**src/rtl/seg7_scan.sv**
```systemverilog
// seg7_scan: time-multiplexed 8-digit hex seven-segment driver.
// The display word is latched at frame boundaries so that a frame never mixes
// two values. The scan runs one digit at a time, and the pin drive is
// registered one cycle behind the scan position.
module seg7_scan #(
  parameter int unsigned SCAN_DIV   = 100000,
  parameter bit          LZ_BLANK   = 1'b1,
  parameter bit          ACTIVE_LOW = 1'b1
) (
  input  logic        clk,
  input  logic        rst,
  input  logic [31:0] value,
  input  logic        blank,
  output logic [7:0]  an,
  output logic [6:0]  seg,
  output logic        dp,
  output logic        frame_tick
);

  localparam int unsigned DIV_W = (SCAN_DIV > 1) ? $clog2(SCAN_DIV) : 1;
  localparam logic [DIV_W-1:0] DIV_LAST = DIV_W'(SCAN_DIV - 1);

  // Inactive pin levels for the board polarity.
  localparam logic [7:0] AN_OFF  = ACTIVE_LOW ? 8'hFF : 8'h00;
  localparam logic [6:0] SEG_OFF = ACTIVE_LOW ? 7'h7F : 7'h00;
  localparam logic       DP_OFF  = ACTIVE_LOW;

  logic [DIV_W-1:0] div_cnt;
  logic [2:0]       digit_idx;
  logic [31:0]      shadow;

  logic        wrap_c;
  logic        frame_end_c;
  logic [4:0]  bit_base_c;
  logic [3:0]  nib_c;
  logic [6:0]  hex_c;
  logic        lead_zero_c;
  logic        lit_c;
  logic [7:0]  an_nxt_c;
  logic [6:0]  seg_nxt_c;

  assign wrap_c      = (div_cnt == DIV_LAST);
  assign frame_end_c = wrap_c && (digit_idx == 3'd7);
  assign bit_base_c  = {digit_idx, 2'b00};

  // Prescaler, digit position, frame latch and frame pulse.
  always_ff @(posedge clk or posedge rst) begin
    if (rst) begin
      div_cnt    <= '0;
      digit_idx  <= 3'd0;
      shadow     <= 32'd0;
      frame_tick <= 1'b0;
    end else begin
      div_cnt    <= wrap_c ? '0 : div_cnt + DIV_W'(1);
      frame_tick <= frame_end_c;
      if (wrap_c) begin
        digit_idx <= digit_idx + 3'd1;
      end
      if (frame_end_c) begin
        shadow <= value;
      end
    end
  end

  // Hex digit to active-high {g,f,e,d,c,b,a} segment pattern.
  always_comb begin
    nib_c = shadow[bit_base_c +: 4];
    hex_c = 7'h00;
    case (nib_c)
      4'h0: hex_c = 7'h3F;
      4'h1: hex_c = 7'h06;
      4'h2: hex_c = 7'h5B;
      4'h3: hex_c = 7'h4F;
      4'h4: hex_c = 7'h66;
      4'h5: hex_c = 7'h6D;
      4'h6: hex_c = 7'h7D;
      4'h7: hex_c = 7'h07;
      4'h8: hex_c = 7'h7F;
      4'h9: hex_c = 7'h6F;
      4'hA: hex_c = 7'h77;
      4'hB: hex_c = 7'h7C;
      4'hC: hex_c = 7'h39;
      4'hD: hex_c = 7'h5E;
      4'hE: hex_c = 7'h79;
      4'hF: hex_c = 7'h71;
      default: hex_c = 7'h00;
    endcase
  end

  // Leading-zero and blank gating, then board polarity.
  always_comb begin
    lead_zero_c = LZ_BLANK && (digit_idx != 3'd0) &&
                  ((shadow >> bit_base_c) == 32'd0);
    lit_c       = !blank && !lead_zero_c;
    an_nxt_c    = lit_c ? 8'(8'd1 << digit_idx) : 8'h00;
    seg_nxt_c   = lit_c ? hex_c : 7'h00;
    an_nxt_c    = an_nxt_c ^ {8{ACTIVE_LOW}};
    seg_nxt_c   = seg_nxt_c ^ {7{ACTIVE_LOW}};
  end

  // Registered pin drive; the decimal point is never used.
  always_ff @(posedge clk or posedge rst) begin
    if (rst) begin
      an  <= AN_OFF;
      seg <= SEG_OFF;
      dp  <= DP_OFF;
    end else begin
      an  <= an_nxt_c;
      seg <= seg_nxt_c;
      dp  <= DP_OFF;
    end
  end

endmodule

```
**config.mk**
```make
export PLATFORM = sky130hd
export DESIGN_NAME = seg7_scan
export DESIGN_NICKNAME = d
export VERILOG_FILES = /design/src/rtl/seg7_scan.sv
export SDC_FILE = /design/constraint.sdc
export NUM_CORES = 1
export LEC_CHECK = 0
export ABC_AREA = 1
export ABC_CLOCK_PERIOD_IN_PS = 3300
export BUFFER_PORTS_ARGS = -buffer_cell sky130_fd_sc_hd__buf_2
export CAP_MARGIN = 20
export CORE_ASPECT_RATIO = 1.25
export CORE_MARGIN = 3
export CORE_UTILIZATION = 50
export DETAILED_ROUTE_END_ITERATION = 10
export PLACE_DENSITY = 0.67
export SLEW_MARGIN = 20
export SYNTH_ARGS = -nofsm -noshare
export SYNTH_HDL_FRONTEND = slang
export SYNTH_SLANG_ARGS = --single-unit
```
**constraint.sdc**
```tcl
create_clock -name clk -period 3.3 [get_ports clk]
set_clock_uncertainty 0.2 [all_clocks]
set_input_delay 0 -clock clk [delete_from_list [all_inputs] [get_ports clk]]
set_output_delay 0 -clock clk [all_outputs]
set_load 0.02 [all_outputs]
```
==> metrics.txt <==
maxcap violations 0; slowest CP cell dfrtp_1; Final nets 650; post-synthesis adder-cell area fraction 0.0414; synth top area cells dfrtp_1, nand2_1, dfstp_2; Sink Count 68; H-tree depth 3; Syn. warnings 0; cell taking the most area after synthesis dfrtp_1; Post-Route WL 8790 um; Post-Syn Instances 521; switching share of total power 0.213; clock latency on the worst-skew pair 0.35 ns; reg2reg path depth 12; period utilisation layout 0.828; vias in the first global route 3376; vias per std cell 4.91; P_leak 0.00240 uW; Fill cells 659; GPL Wtd Cong 0.906; Crit Path Class reg2reg; Critical Path AT 2.81 ns; switching power total 367 uW; setup tns final 0 ns; CP Launch Type register; Antenna diodes 0; Final Hold Fails 0; Post-Layout Inst Area 4760 um2; Peak VDD IR 237 uV; Worst R2R Start digit_idx[1]$_DFFE_PP0N_; crit path capture type register; ys flop type dfrtp_1; Initial Util 0.525; largest net degree at the start of global routing 59; hpwl dp 6150 um; Worst EP required 3.38 ns; Root Driver clkbuf_8; Post-CTS Resized 0; Cell Area, Synth 3930 um2; sequential element share of the synthesized area 0.438; Final setup violation count 0; Core Area 7490 um2; Iter 0 DRT Violations 199; slowest cell delay on critical path 0.55 ns; clock tree buffer depth 2; Die X 85.3 um; grt ovf 0; multiplexer area fraction after synthesis 0; crit-path most repeated cell nand2_1; first-pass GRT wire length 15400 um; Int Power 1350 uW; Synth Area in Compound Gates 0.0751; cell family with most CP delay simple AND/OR/NAND/NOR gates; critical path fanouts, max 16; top-area cell type share of the netlist area 0.337; Die ar. 8970 um2; most common cell in the synthesized netlist nand2_1; IO Port Bufs 50; GRT Util Overall 0.214; Worst-Margin Slew 0.593 ns; Clock transition at path regs 0.07 ns; Ports 52; Area growth, synth to finish 21.2%; Reg power frac 0.488; Netlist cell types 36; Post-DP Area 4190 um2; status finished clean; Clock power frac 0.464; Logic pwr share 0.048; Pwr Density 361 nW/um2; CTS tree done; main combinational cell family by area after synthesis simple AND/OR/NAND/NOR gates; Num CTS Buffers 9; slew margin rel. 0.604; simple-gate portion of the synthesized area 0.327; Period minus WS final 2.73 ns; syn avg cell area 7.54 um2; Max Slew Vio Count 0; layout cells sized above 1 0.181; Synthesized Nets 569; Die Ht 105 um; #FFs+latches synth 68; post-CTS setup buffer count 0; Reg2Reg Setup Slack 0.57 ns; R2R Path End an[7]$_DFF_PP1_; routed len/inst 12.6 um; Min-Delay Path Class in2async; RSZ-0062 raised after global routing no; Synth top cells by count nand2_1, inv_1, dfrtp_1; Row Count 35; worst path bufs/invs 2; initial antenna violation count 0; fmax 0.366 GHz; Post-synth EDFFs 0; ANT nets after route 0; First-pass DRT Iterations 5; asr flop ratio synth 1.00; Synth Area in XOR/XNOR 0.0111; CP Cell Sequence inv_1, nand3_1, nand2_1, nand2_1, nand2_1, ha_1, inv_1, nor2_1, o2111ai_1, nor2_4, nand3_4, nand3_1; Post-CTS Hold Buffers 34; Vias 3430; DRC 0
[worst max path at each step]
stage,start,endpoint,cells past startpoint
floorplan,digit_idx[0]$_DFFE_PP0N_,an[4]$_DFF_PP1_,15
global placement,digit_idx[1]$_DFFE_PP0N_,an[2]$_DFF_PP1_,12
detailed placement,digit_idx[1]$_DFFE_PP0N_,an[2]$_DFF_PP1_,12
CTS,digit_idx[1]$_DFFE_PP0N_,an[1]$_DFF_PP1_,12
global route,digit_idx[1]$_DFFE_PP0N_,seg[6]$_DFF_PP1_,12
finish,digit_idx[1]$_DFFE_PP0N_,an[7]$_DFF_PP1_,12
[routing by layer]
layer	global-route usage	wire length (um)	up-vias
li1	-	-	1788
met1	0.286	4060	1551
met2	0.346	4200	79
met3	0.0481	372	12
met4	0.0645	152	0
met5	0	0	-
[registers in the layout (all words and copies together) (netlist names)]
name        cells
an              8
digit_idx       3
div_cnt        17
frame_tick      1
seg             7
shadow         32
[power groups by stage]
| stage | Sequential, uW | Clock [uW] | Combinational [uW] |
|---|---|---|---|
| 3_3_place_gp | 855 | 0 | 51.0 |
| 4_1_cts | 840 | 817 | 82.7 |
| 6_report | 840 | 799 | 82.4 |
| 3_5_place_dp | 855 | 0 | 52.1 |
| 5_1_grt | 840 | 850 | 92.0 |
| 2_1_floorplan | 860 | 0 | 19.2 |
[area by class of cell]
| cell class | count | area, um2 | share of cell area |
|---|---|---|---|
| timing repair buffer | 88 | 621 | 0.130 |
| sequential | 68 | 1720 | 0.361 |
| tap | 92 | 115 | 0.0242 |
| clock inverter | 5 | 82.6 | 0.0173 |
| inverter | 73 | 277 | 0.0581 |
| clock buffer | 11 | 151 | 0.0318 |
| multi-input combinational | 362 | 1800 | 0.377 |
[layout by cell type, fill, tap and decap left out, types with 2 or more instances in the layout]
cell type        n
nand2_1        178
a21oi_1          5
o21ai_0         42
clkbuf_8        11
nor2_4           2
ha_1            13
nor3_1           8
dfrtp_1         53
inv_1           68
bufinv_16        2
nor2_1          31
nand2_2          3
nand3_1         37
nand3b_1         3
nand3_2         10
dlygate4sd3_1   34
dfstp_2         15
nand4_1          6
o21ai_1          7
xor2_1           5
buf_4            4
inv_2            4
nand2_4          2
buf_2           50
[cells by family (layout without fill, tap and decap cells)]
group           Yosys count  after routing
compound gates           57             57
buf+inv                  91            177
fa+ha+maj                13             13
flops                    68             68
other cells               1              1
xor+xnor                  5              5
simple gates            286            286
[per-stage QoR]
step	hold slack, ns	std cells	utilization	setup WS, ns	total power (uW)
floorplan	-0.0832	521	-	1.00	879
global placement	-0.107	649	0.559	0.697	906
detailed placement	-0.0921	649	0.559	0.556	907
CTS	0.0777	699	0.636	0.535	1740
global route	0.131	699	0.636	0.235	1780
finish	0.0724	699	0.636	0.569	1720
[worst min-delay path, stage by stage]
cell and delay, ns:
dlygate4sd3_1 0.53, buf_2 0.12, inv_2 0.43
No activity file was read; power rests on OpenSTA's default activity.
